<file path="src/rtl/uart_pkg.sv">
// Shared UART definitions: frame width and receiver state encoding.
// Kept separate so the transmitter can reuse the same definitions.
package uart_pkg;

    localparam int unsigned UART_DATA_BITS = 8;

    typedef enum logic [2:0] {
        StIdle,
        StStart,
        StData,
        StStop,
        StBreak
    } rx_state_e;

endpackage

</file>
<file path="src/rtl/uart_rx_sync.sv">
// Metastability synchronizer for the asynchronous rx line.
// Resets to 1 so that an idle line does not look like a start bit.
module uart_rx_sync #(
    parameter int unsigned SYNC_STAGES = 2
) (
    input  logic clk,
    input  logic nrst,
    input  logic d,
    output logic q
);

    logic [SYNC_STAGES-1:0] sync_q;

    always_ff @(posedge clk or negedge nrst) begin
        if (!nrst) begin
            sync_q <= '1;
        end else begin
            sync_q <= {sync_q[SYNC_STAGES-2:0], d};
        end
    end

    assign q = sync_q[SYNC_STAGES-1];

endmodule

</file>
<file path="src/rtl/uart_rx.sv">
// 8N1 UART receiver, oversampled by a shared baud strobe, with a
// valid/ack output handshake and rts flow control.
module uart_rx
    import uart_pkg::*;
#(
    parameter int unsigned OVERSAMPLE  = 16,
    parameter int unsigned SYNC_STAGES = 2
) (
    input  logic                      clk,
    input  logic                      nrst,
    input  logic                      rx,
    input  logic                      os_en,
    output logic [UART_DATA_BITS-1:0] data,
    output logic                      data_valid,
    input  logic                      data_ack,
    output logic                      rts,
    output logic                      frame_err,
    output logic                      overrun
);

    localparam int unsigned TickW = $clog2(OVERSAMPLE);
    localparam int unsigned BitW  = $clog2(UART_DATA_BITS);
    localparam logic [TickW-1:0] TickHalf = TickW'(OVERSAMPLE / 2 - 1);
    localparam logic [TickW-1:0] TickLast = TickW'(OVERSAMPLE - 1);
    localparam logic [BitW-1:0]  BitLast  = BitW'(UART_DATA_BITS - 1);

    logic                      rx_s;
    rx_state_e                 state_q, state_d;
    logic [TickW-1:0]          tick_q, tick_d;
    logic [BitW-1:0]           bitcnt_q, bitcnt_d;
    logic [UART_DATA_BITS-1:0] shreg_q, shreg_d;
    logic [UART_DATA_BITS-1:0] data_q, data_d;
    logic                      valid_q, valid_d;
    logic                      frame_err_q, frame_err_d;
    logic                      overrun_q, overrun_d;
    logic                      deliver;
    logic                      ack_now;

    uart_rx_sync #(
        .SYNC_STAGES(SYNC_STAGES)
    ) u_sync (
        .clk (clk),
        .nrst(nrst),
        .d   (rx),
        .q   (rx_s)
    );

    always_ff @(posedge clk or negedge nrst) begin
        if (!nrst) begin
            state_q     <= StIdle;
            tick_q      <= '0;
            bitcnt_q    <= '0;
            shreg_q     <= '0;
            data_q      <= '0;
            valid_q     <= 1'b0;
            frame_err_q <= 1'b0;
            overrun_q   <= 1'b0;
        end else begin
            state_q     <= state_d;
            tick_q      <= tick_d;
            bitcnt_q    <= bitcnt_d;
            shreg_q     <= shreg_d;
            data_q      <= data_d;
            valid_q     <= valid_d;
            frame_err_q <= frame_err_d;
            overrun_q   <= overrun_d;
        end
    end

    always_comb begin
        state_d     = state_q;
        tick_d      = tick_q;
        bitcnt_d    = bitcnt_q;
        shreg_d     = shreg_q;
        deliver     = 1'b0;
        frame_err_d = 1'b0;
        if (os_en) begin
            case (state_q)
                StIdle: begin
                    if (!rx_s) begin
                        state_d = StStart;
                        tick_d  = '0;
                    end
                end
                StStart: begin
                    // Re-check at the start-bit centre to reject short glitches.
                    if (tick_q == TickHalf) begin
                        tick_d   = '0;
                        bitcnt_d = '0;
                        state_d  = rx_s ? StIdle : StData;
                    end else begin
                        tick_d = tick_q + 1'b1;
                    end
                end
                StData: begin
                    if (tick_q == TickLast) begin
                        shreg_d  = {rx_s, shreg_q[UART_DATA_BITS-1:1]};
                        tick_d   = '0;
                        bitcnt_d = bitcnt_q + 1'b1;
                        if (bitcnt_q == BitLast) begin
                            state_d = StStop;
                        end
                    end else begin
                        tick_d = tick_q + 1'b1;
                    end
                end
                StStop: begin
                    // Leaving mid-stop-bit lets a back-to-back start bit be caught.
                    if (tick_q == TickLast) begin
                        tick_d = '0;
                        if (rx_s) begin
                            deliver = 1'b1;
                            state_d = StIdle;
                        end else begin
                            frame_err_d = 1'b1;
                            state_d     = StBreak;
                        end
                    end else begin
                        tick_d = tick_q + 1'b1;
                    end
                end
                StBreak: begin
                    if (rx_s) begin
                        state_d = StIdle;
                    end
                end
                default: state_d = StIdle;
            endcase
        end
    end

    always_comb begin
        ack_now   = data_ack & valid_q;
        data_d    = data_q;
        valid_d   = valid_q;
        overrun_d = 1'b0;
        if (deliver) begin
            if (!valid_q || ack_now) begin
                data_d  = shreg_q;
                valid_d = 1'b1;
            end else begin
                overrun_d = 1'b1;
            end
        end else if (ack_now) begin
            valid_d = 1'b0;
        end
    end

    assign data       = data_q;
    assign data_valid = valid_q;
    assign rts        = valid_q;
    assign frame_err  = frame_err_q;
    assign overrun    = overrun_q;

endmodule
</file>
<file path="config.mk">
export PLATFORM = sky130hd
export DESIGN_NAME = uart_rx
export DESIGN_NICKNAME = d
export VERILOG_FILES = /design/src/rtl/uart_pkg.sv /design/src/rtl/uart_rx_sync.sv /design/src/rtl/uart_rx.sv
export SDC_FILE = /design/constraint.sdc
export NUM_CORES = 1
export LEC_CHECK = 0
export CAP_MARGIN = 20
export CORE_AREA = 3 3 71 73
export CTS_CLUSTER_DIAMETER = 150
export CTS_CLUSTER_SIZE = 20
export DETAILED_ROUTE_END_ITERATION = 16
export DIE_AREA = 0 0 74 76
export HOLD_SLACK_MARGIN = 0.15
export PLACE_DENSITY = 0.59
export REMOVE_ABC_BUFFERS = 1
export SETUP_SLACK_MARGIN = 0.4
export SLEW_MARGIN = 20
export SYNTH_ARGS = -nofsm -noshare
export SYNTH_HDL_FRONTEND = slang
export SYNTH_HIERARCHICAL = 1
export SYNTH_SLANG_ARGS = --single-unit
</file>
<file path="constraint.sdc">
create_clock -name clk -period 1.7 [get_ports clk]
set_input_delay 0.17 -clock clk [delete_from_list [all_inputs] [get_ports clk]]
set_output_delay 0.17 -clock clk [all_outputs]
set_load 0.1 [all_outputs]
</file>
Word-level counts from Yosys, hierarchy flattened
Cells that the tools add are included.
- output and inout bits: 12
- bits in registers: 31
- logic and storage cells: 68
- bits of input ports: 5
- mux-type cells: 29
- bitwise gates (word level): 1
- reduce and logical (&&, ||, !) cells: 13
- add/sub/neg operators: 2
- equality and inequality tests: 14
- operators by type and width (cell ; count):
    3-bit two-way mux ; 9
    3-bit one-hot mux with 5 select lines ; 1
    1-bit two-way mux ; 13
    4-bit two-way mux ; 3
    4-bit one-hot mux with 3 select lines ; 1
    2-bit inequality test, second input constant ; 5
    7-bit AND reduction ; 1
    3-bit by 2-bit == test with 1-bit output, second input constant ; 2
    3-bit == test, second input constant ; 2
    3-bit one-hot mux with 2 select lines ; 1
    3-bit AND reduction ; 2
    4-bit by 1-bit adder with 4-bit output, second input constant ; 1
    4-bit by 3-bit == test with 1-bit output, second input constant ; 1
    4-bit == test, second input constant ; 1
    2-bit by 1-bit inequality test with 1-bit output, second input constant ; 2
    2-bit AND reduction ; 2
    4-bit AND reduction ; 1
    2-bit nonzero test ; 2
    3-bit by 1-bit adder with 3-bit output, second input constant ; 1
    3-bit by 1-bit == test with 1-bit output, second input constant ; 1
    3-bit logical NOT ; 1
    3-bit nonzero test ; 1
    2-bit two-way mux ; 1
    2-bit OR reduction ; 1
    other kinds (3) ; 3

Depth between registers and ports, before layout
Gate-level depths: netlist of the first run.
- word-level depth: 6
- mapped depth: 5
- gate-level depth less buffers: 5

Hierarchy
The synthesis of the first run kept the hierarchy.
- modules (own cells, without submodules) (module ; cells each ; area an instance (um2) ; seq. area each (um2) ; times used):
    uart_rx ; 120 ; 1428.9 ; 725.7 ; 1
    uart_rx_sync ; 2 ; 52.6 ; 52.6 ; 1

Least setup slack after synthesis of the first run
OpenSTA, ideal clock, no wires.
- path kind: reg2reg
- from: register valid_q, in the netlist data_valid
- to: register data_q[0], in the netlist data[0]
- stages on the path, launching flop included: 4
- clock period less this slack: 1905 ps
- slack: -205 ps
- arrival: 1780 ps
- library setup time: 125 ps
- path buffers: 0
- required time: 1575 ps
- cell sequence: dfrtp_1 -> nand2b_1 -> nor4b_4 -> mux2_2
- word-level cells in the longest chain between the ends: 3
- elaborated cells between the ends (all ways): 4
- classes of those cells: bitwise: 1; reduce/logical: 3
- RTL lines (element ; RTL line ; text):
    from (decl) ; uart_rx.sv:33 ; logic valid_q, valid_d;
    from (signal assigned) ; uart_rx.sv:64 ; valid_q <= valid_d;
    1-bit bitwise AND / 1-bit logical NOT (equally long branches) ; uart_rx.sv:133, uart_rx.sv:138 ;
    1-bit logical OR (*) ; uart_rx.sv:138 ; if (!valid_q || ack_now) begin
    2-bit AND reduction (no source line) (*) ; n/a ;
    to (signal assigned) ; uart_rx.sv:63 ; data_q <= data_d;
    to (decl) ; uart_rx.sv:32 ; logic [UART_DATA_BITS-1:0] data_q, data_d;
Mark *: on every way between the ends. The rest lies on a longest branch, timed or not.
A chain may end at the register's enable or synchronous reset.

Final worst setup path of the first run
- from: register tick_q[0]
- to: register shreg_q[0]
- word-level cells in the longest chain between the ends: 2
- RTL lines (element ; RTL line ; text):
    from (decl) ; uart_rx.sv:29 ; logic [TickW-1:0] tick_q, tick_d;
    from (signal assigned) ; uart_rx.sv:60 ; tick_q <= tick_d;
    4-bit == test ; uart_rx.sv:96 ; if (tick_q == TickLast) begin
    3-bit AND reduction (no source line) ; n/a ;
    to (signal assigned) ; uart_rx.sv:62 ; shreg_q <= shreg_d;
    to (decl) ; uart_rx.sv:31 ; logic [UART_DATA_BITS-1:0] shreg_q, shreg_d;
No other way between the ends.

==> impl_metrics.json, run 1 <==
{
  "gp_congestion": 0.846,
  "synth_fa_ha_area_share_pct": 2.53,
  "place_area_sq_um": 1760,
  "max-cap-violations": 0,
  "fin_crit_sh_pct": 92.5,
  "cts_made_buffers": 5,
  "pwr_density_cell_nw_per_um2": 1300,
  "antenna_found_initial": 0,
  "vdd_drop_max_uv": 569,
  "die_w_um": 74,
  "syn2layout_area_growth_pct": 45.3,
  "muxShareOfSynthArea_pct": 12.9,
  "fin_worst_skew_ps": 10.1,
  "cp-start-kind": "flop",
  "cts.sinks": 31,
  "finalSetupViolCount": 0,
  "initial_core_util_pct": 33.6,
  "synth_warnings": 6,
  "cts_root_buf": "clkbuf_8",
  "max_freq_mhz": 636,
  "finalMaxSlewViolations": 0,
  "tightest_slew_ps": 378,
  "core_sq_um": 4410,
  "seq_area_frac_synth_pct": 52.5,
  "crit_type": "flop to flop",
  "clk_path_buf_depth": 2,
  "cts.htree.levels": 2,
  "fin_crit_ps": 1570,
  "synth_compound_area_share_pct": 12.1,
  "ys_ff_latch": 31,
  "pin_count": 17,
  "nets": 172,
  "rr_worst_depth": 5,
  "clk_latency_ps": 280,
  "die_h_um": 76,
  "holdBufCountCts": 0,
  "synth-xor-area-share_pct": 0,
  "grt_pass1_vias": 1181,
  "r2r_slack_ps": 130,
  "cp-end-kind": "flop",
  "firstDrtPassIters": 4,
  "critical_path_required_ps": 1870,
  "wl_per_cell_um": 16.1,
  "drt_iter0_drc": 61,
  "fin_area_sq_um": 2150,
  "clk_pin_slew_ps": 60,
  "yosys.area.top_type": "dfrtp_1",
  "synth_edf_count": 0,
  "grt_max_degree": 32,
  "syn_inst": 122,
  "place_hpwl_um": 2140,
  "crit_path_start": "tick_q[0]$_DFFE_PN0P_",
  "ys_top_cells_by_area": "dfrtp_1 49%, mux2_2 13%, dfstp_2 3.5%",
  "dieArea_sq_um": 5620,
  "synth_cell_type_count": 39,
  "synth_top_area_share_pct": 49.0,
  "arrival_ps": 1740,
  "tritoncts": "done",
  "final_cell_count_no_fill": 216,
  "num_vias": 1159,
  "place_inst": 196,
  "hold_class": "input port to async pin",
  "status": "finished clean",
  "via_per_inst": 5.37,
  "grt.overflow.total": 0,
  "grt_pass1_wl_um": 5910,
  "ys_async_sr_fraction_pct": 100,
  "drive_above_1_share_pct": 57.9,
  "rsz0062_at_grt": "true",
  "synth_top_family_by_area": "simple AND/OR/NAND/NOR gates",
  "p_leak_nw": 0.967,
  "num_antenna_cells": 0,
  "rows": 24,
  "relSlewSlack_pct": 74.8,
  "drc": 0,
  "path_max_fanout": 5,
  "hold_violations": 0,
  "track_usage_pct": 13.8,
  "ant_nets": 0,
  "synth.avg_cell_area_sq_um": 12.1,
  "worst_r2r_endpoint": "shreg_q[0]$_DFFE_PN0P_",
  "totalWireLength_um": 3480,
  "yosys.area_share.simple_pct": 16.2,
  "synth_flop_cell": "dfrtp_1",
  "reg2reg_from": "tick_q[0]$_DFFE_PN0P_",
  "mappedNetlistArea_sq_um": 1480,
  "numPortBuffers": 16
}
layout make-up:
cell class / instances / area (sq um)
well taps: 52 / 65.1
inverters: 2 / 7.51
multi-input cells: 81 / 816
flip-flops and latches: 31 / 781
clock inverters: 1 / 30.0
fillers: 371 / 2260
clock buffers: 6 / 72.6
repair buffers: 43 / 380
what timing repair did:
| action | CTS | global route |
|---|---|---|
| gates resized for setup | 39 | 17 |
| pin swaps | 11 | 8 |
| setup endpoints to repair | 28 | 29 |
| hold endpoints to repair | 0 | 0 |
| setup buffers | 7 | 5 |
| cloned | 1 | 0 |
metrics by stage:
step / power, mW / setup TNS (ps) / hold WS [ps] / setup slack, ps / util (%)
6_report: 2.80 / 0 / 276 / 128 / 48.8
5_1_grt: 2.95 / 0 / 298 / 65.7 / 48.8
4_1_cts: 2.71 / 0 / 283 / 128 / 46.9
3_5_place_dp: 1.83 / -1060 / 348 / -108 / 39.9
3_3_place_gp: 1.80 / -1010 / 347 / -75.9 / 39.9
2_1_floorplan: 1.49 / -9420 / -126 / -671 / -
where the power goes:
part           internal, mW  switching [mW]  leakage, nW
logic                 0.536           0.613        0.512
registers             0.840           0.117        0.404
clock network         0.429           0.263       0.0513
total                  1.80           0.993        0.967
placed cells by master, fill, tap and decap left out, types with 3 or more instances in the layout:
master and instances:
nand2b_1 3, nor2_1 4, buf_6 6, a221oi_2 3
dfrtp_1 27, mux2_2 4, mux2_4 13, clkbuf_8 5
a21oi_2 3, nand2_1 6, o21ai_2 3, clkdlybuf4s50_1 4
buf_4 31
kinds of logic (layout without fill, tap and decap cells):
logic type | Yosys count | in the layout
buffers and inverters | 10 | 52
adder cells (fa/ha/maj) | 3 | 3
AO/OA/AOI/OAI | 24 | 24
AND/OR/NAND/NOR | 37 | 37
flip-flops | 31 | 31
multiplexers | 17 | 17
Yosys cell counts (3+ instances only):
master / count
nand2b_1: 4
nor3_1: 3
a21oi_1: 3
nand2_1: 7
or2_2: 3
buf_4: 4
ha_1: 3
a221oi_1: 3
nor2_1: 4
mux2_2: 17
o21ai_0: 5
dfrtp_1: 29
worst max-delay path, stage by stage (launching register included):
cell      delay [ps]
dfrtp_1          390
ha_4             180
nand4b_1         160
nor3_2           180
buf_4            200
mux2_2           350
worst max path at each step:
stage | endpoint | slack, ps | depth (start not counted)
finish | shreg_q[0]$_DFFE_PN0P_ | 130 | 5
detailed placement | data[3]$_DFFE_PN0P_ | -110 | 5
floorplan | data[0]$_DFFE_PN0P_ | -670 | 3
global placement | data[0]$_DFFE_PN0P_ | -80 | 5
CTS | data[3]$_DFFE_PN0P_ | 130 | 5
global route | shreg_q[0]$_DFFE_PN0P_ | 70 | 5
metal layers:
metal,up-vias,GRT usage [%],routed length [um]
li1,532,-,-
met1,581,17.6,1490
met2,42,21.0,1780
met3,4,4.22,162
met4,0,6.88,52
met5,-,0,0
registers in the layout, summed over array words and instances, names as in the netlist:
register and count:
bitcnt_q 3, data 8, data_valid 1, frame_err 1, overrun 1, shreg_q 8
state_q 3, tick_q 4, u_sync/sync_q 2
No activity file was read; power rests on OpenSTA's default activity.
==> inputs of run 2 (changes only) <==
--- a/config.mk
+++ b/config.mk
@@ -5,14 +5,15 @@
 export SDC_FILE = /design/constraint.sdc
 export NUM_CORES = 1
 export LEC_CHECK = 0
+export ABC_AREA = 1
 export CAP_MARGIN = 20
-export CORE_AREA = 3 3 71 73
+export CORE_AREA = 3 3 70 72
 export CTS_CLUSTER_DIAMETER = 150
 export CTS_CLUSTER_SIZE = 20
 export DETAILED_ROUTE_END_ITERATION = 16
-export DIE_AREA = 0 0 74 76
+export DIE_AREA = 0 0 73 75
 export HOLD_SLACK_MARGIN = 0.15
-export PLACE_DENSITY = 0.59
+export PLACE_DENSITY = 0.6
 export REMOVE_ABC_BUFFERS = 1
 export SETUP_SLACK_MARGIN = 0.4
 export SLEW_MARGIN = 20
==> run 2 against run 1 <==
Wire length fell by 17%. Worst hold slack better by 4.2 ps. Synthesized area down 1.0%. Via count fell by 2.8%. Flip-flop and latch count did not move. Count of clock-buffer cells in the layout unchanged. Maximum frequency up 15%. First-iteration DRC count is 56% higher. Total power down 21%. Sequential share of layout area is 3.6 points higher. Combinational power shrank 37%. Largest power group is now sequential cells.
==> impl_metrics.json, run 2 <==
{
  "layout.filler_cells": 409,
  "path_cells": "ha_4 -> nand3_4 -> nor2_8 -> nand3_4 -> nand2_1 -> o21ai_2",
  "core_sq_um": 4350,
  "clk_pin_slew_ps": 60,
  "grt_pass1_vias": 1113,
  "drc": 0,
  "yosysMostFrequentCell": "nand2_1",
  "slowest_stage": "dfrtp_1",
  "yosys.area.top_type": "dfrtp_1",
  "grt_pass1_wl_um": 5040,
  "antenna_found_initial": 0,
  "cp-start-kind": "flop",
  "tritoncts": "done",
  "nets": 202,
  "vdd_drop_max_uv": 651,
  "place_area_sq_um": 1670,
  "totalWireLength_um": 2890,
  "multi_input_area_sq_um": 718,
  "track_usage_pct": 12.4,
  "final_cell_count_no_fill": 246,
  "final_common_cell": "nand2_1",
  "max_stage_delay_ps": 410,
  "relSlewSlack_pct": 74.1,
  "seq_area_frac_synth_pct": 53.1,
  "ys_async_sr_fraction_pct": 100,
  "ant_nets": 0,
  "syn2layout_area_growth_pct": 33.6,
  "final_cell_mix": "40 x nand2_1, 27 x dfrtp_1, 23 x buf_4",
  "finalSetupViolCount": 0,
  "r2r_slack_ps": 330,
  "die_h_um": 75,
  "firstDrtPassIters": 4,
  "crit_type": "flop to flop",
  "cts_root_buf": "clkbuf_8",
  "synth_top_area_share_pct": 49.5,
  "worst_path_most_repeated_cell": "nand3_4",
  "syn_inst": 161,
  "synth_warnings": 6,
  "mappedNetlistArea_sq_um": 1470,
  "layout.area.seq_sq_um": 781,
  "synth_cell_type_count": 22,
  "ys_top_cells_by_area": "dfrtp_1 49%, nand2_1 13%, o21ai_2 4.8%",
  "rows": 24,
  "via_per_inst": 4.58,
  "rr_worst_depth": 6,
  "numPortBuffers": 16,
  "grt_max_degree": 32,
  "max_freq_mhz": 730,
  "grt.overflow.total": 0,
  "whs_ps": 280,
  "pwr_density_cell_nw_per_um2": 1130,
  "max-cap-violations": 0,
  "clk_latency_ps": 280,
  "synth_common_cells": "49 x nand2_1, 29 x dfrtp_1, 18 x inv_1",
  "worst_r2r_endpoint": "data[3]$_DFFE_PN0P_",
  "post-place-ws_ps": 216,
  "dieArea_sq_um": 5480,
  "cts_made_buffers": 5,
  "num_vias": 1127,
  "synth_edf_count": 0,
  "ys_ff_latch": 31,
  "fin_crit_ps": 1370,
  "fin_crit_sh_pct": 80.6,
  "fin_worst_skew_ps": 4.02,
  "arrival_ps": 1550,
  "clk_path_buf_depth": 2,
  "hold_violations": 0,
  "worst_slack_ps": 330,
  "reg2reg_from": "tick_q[1]$_DFFE_PN0P_",
  "hold_class": "input port to async pin",
  "drive_above_1_share_pct": 41.2,
  "num_antenna_cells": 0,
  "synth_flop_cell": "dfrtp_1",
  "critical_path_required_ps": 1880,
  "cp-end-kind": "flop",
  "place_hpwl_um": 1780,
  "pin_count": 17,
  "wl_per_cell_um": 11.7,
  "status": "finished clean",
  "cts.htree.levels": 2,
  "fin_area_sq_um": 1960,
  "finalMaxSlewViolations": 0,
  "gp_congestion": 0.826,
  "die_w_um": 73,
  "tightest_slew_ps": 388,
  "synth.avg_cell_area_sq_um": 9.11,
  "place_inst": 229,
  "p_leak_nw": 0.907,
  "drt_iter0_drc": 95,
  "path_max_fanout": 8,
  "cts.sinks": 31,
  "initial_core_util_pct": 33.7,
  "rsz0062_at_grt": "true"
}
[run 2: repair_timing]
item / 4_1_cts / 5_1_grt
setup buffers: 7 / 2
pin swaps: 4 / 4
resized for setup: 20 / 16
cloned: 1 / 0
endpoints found under the setup margin: 24 / 26
endpoints found under the hold margin: 0 / 0
hold buffers: 0 / 0
[run 2: how the worst max path moves through the flow]
| stage | start | endpoint | cells past startpoint |
|---|---|---|---|
| 3_5_place_dp | os_en | data[1]$_DFFE_PN0P_ | 6 |
| 4_1_cts | tick_q[0]$_DFFE_PN0P_ | state_q[2]$_DFFE_PN0P_ | 8 |
| 6_report | tick_q[1]$_DFFE_PN0P_ | data[3]$_DFFE_PN0P_ | 6 |
| 5_1_grt | tick_q[1]$_DFFE_PN0P_ | state_q[1]$_DFFE_PN0P_ | 8 |
| 2_1_floorplan | data_valid$_DFFE_PN0P_ | data[0]$_DFFE_PN0P_ | 4 |
| 3_3_place_gp | tick_q[0]$_DFFE_PN0P_ | state_q[2]$_DFFE_PN0P_ | 8 |
[run 2: area by class of cell]
class,instances,share of cell area (%)
Clock buffer,6,4.21
Sequential cell,31,39.8
Inverter,20,3.83
Multi-Input combinational cell,108,36.7
Tap cell,52,3.32
Clock inverter,1,0.255
Timing Repair Buffer,28,11.9
[run 2: worst max-delay path: cells and delay by family (launching register included)]
kind	cells	cell delay, ps
AND/OR/NAND/NOR	4	630
flip-flops	1	410
AO/OA/AOI/OAI	1	50
adder cells (fa/ha/maj)	1	180
[run 2: per-stage QoR]
step,total power [mW],utilization (%),TNS (ps)
3_3_place_gp,1.34,38.3,0
4_1_cts,2.16,43.6,0
5_1_grt,2.38,45.0,0
6_report,2.22,45.0,0
2_1_floorplan,1.22,-,-5980
3_5_place_dp,1.34,38.3,0
[run 2: power by group]
part	switching (mW)	total, mW	internal, mW
clock	0.262	0.579	0.317
combinational	0.406	0.728	0.322
sequential	0.102	0.915	0.813
total	0.769	2.22	1.45
[run 2: cell families after synthesis]
logic type               after synthesis  share of synthesized area (%)
AO/OA/AOI/OAI                         21                           9.39
XOR/XNOR                               2                           1.19
adder cells (fa/ha/maj)                3                           2.56
buffers and inverters                 23                           7.17
flip-flops                            31                           53.1
AND/OR/NAND/NOR                       81                           26.6
[run 2: layer usage]
metal	track usage, %	routed length (um)	vias up
li1	-	-	579
met1	15.1	1300	505
met2	19.1	1310	34
met3	3.87	185	9
met4	7.79	87	0
met5	0	0	-
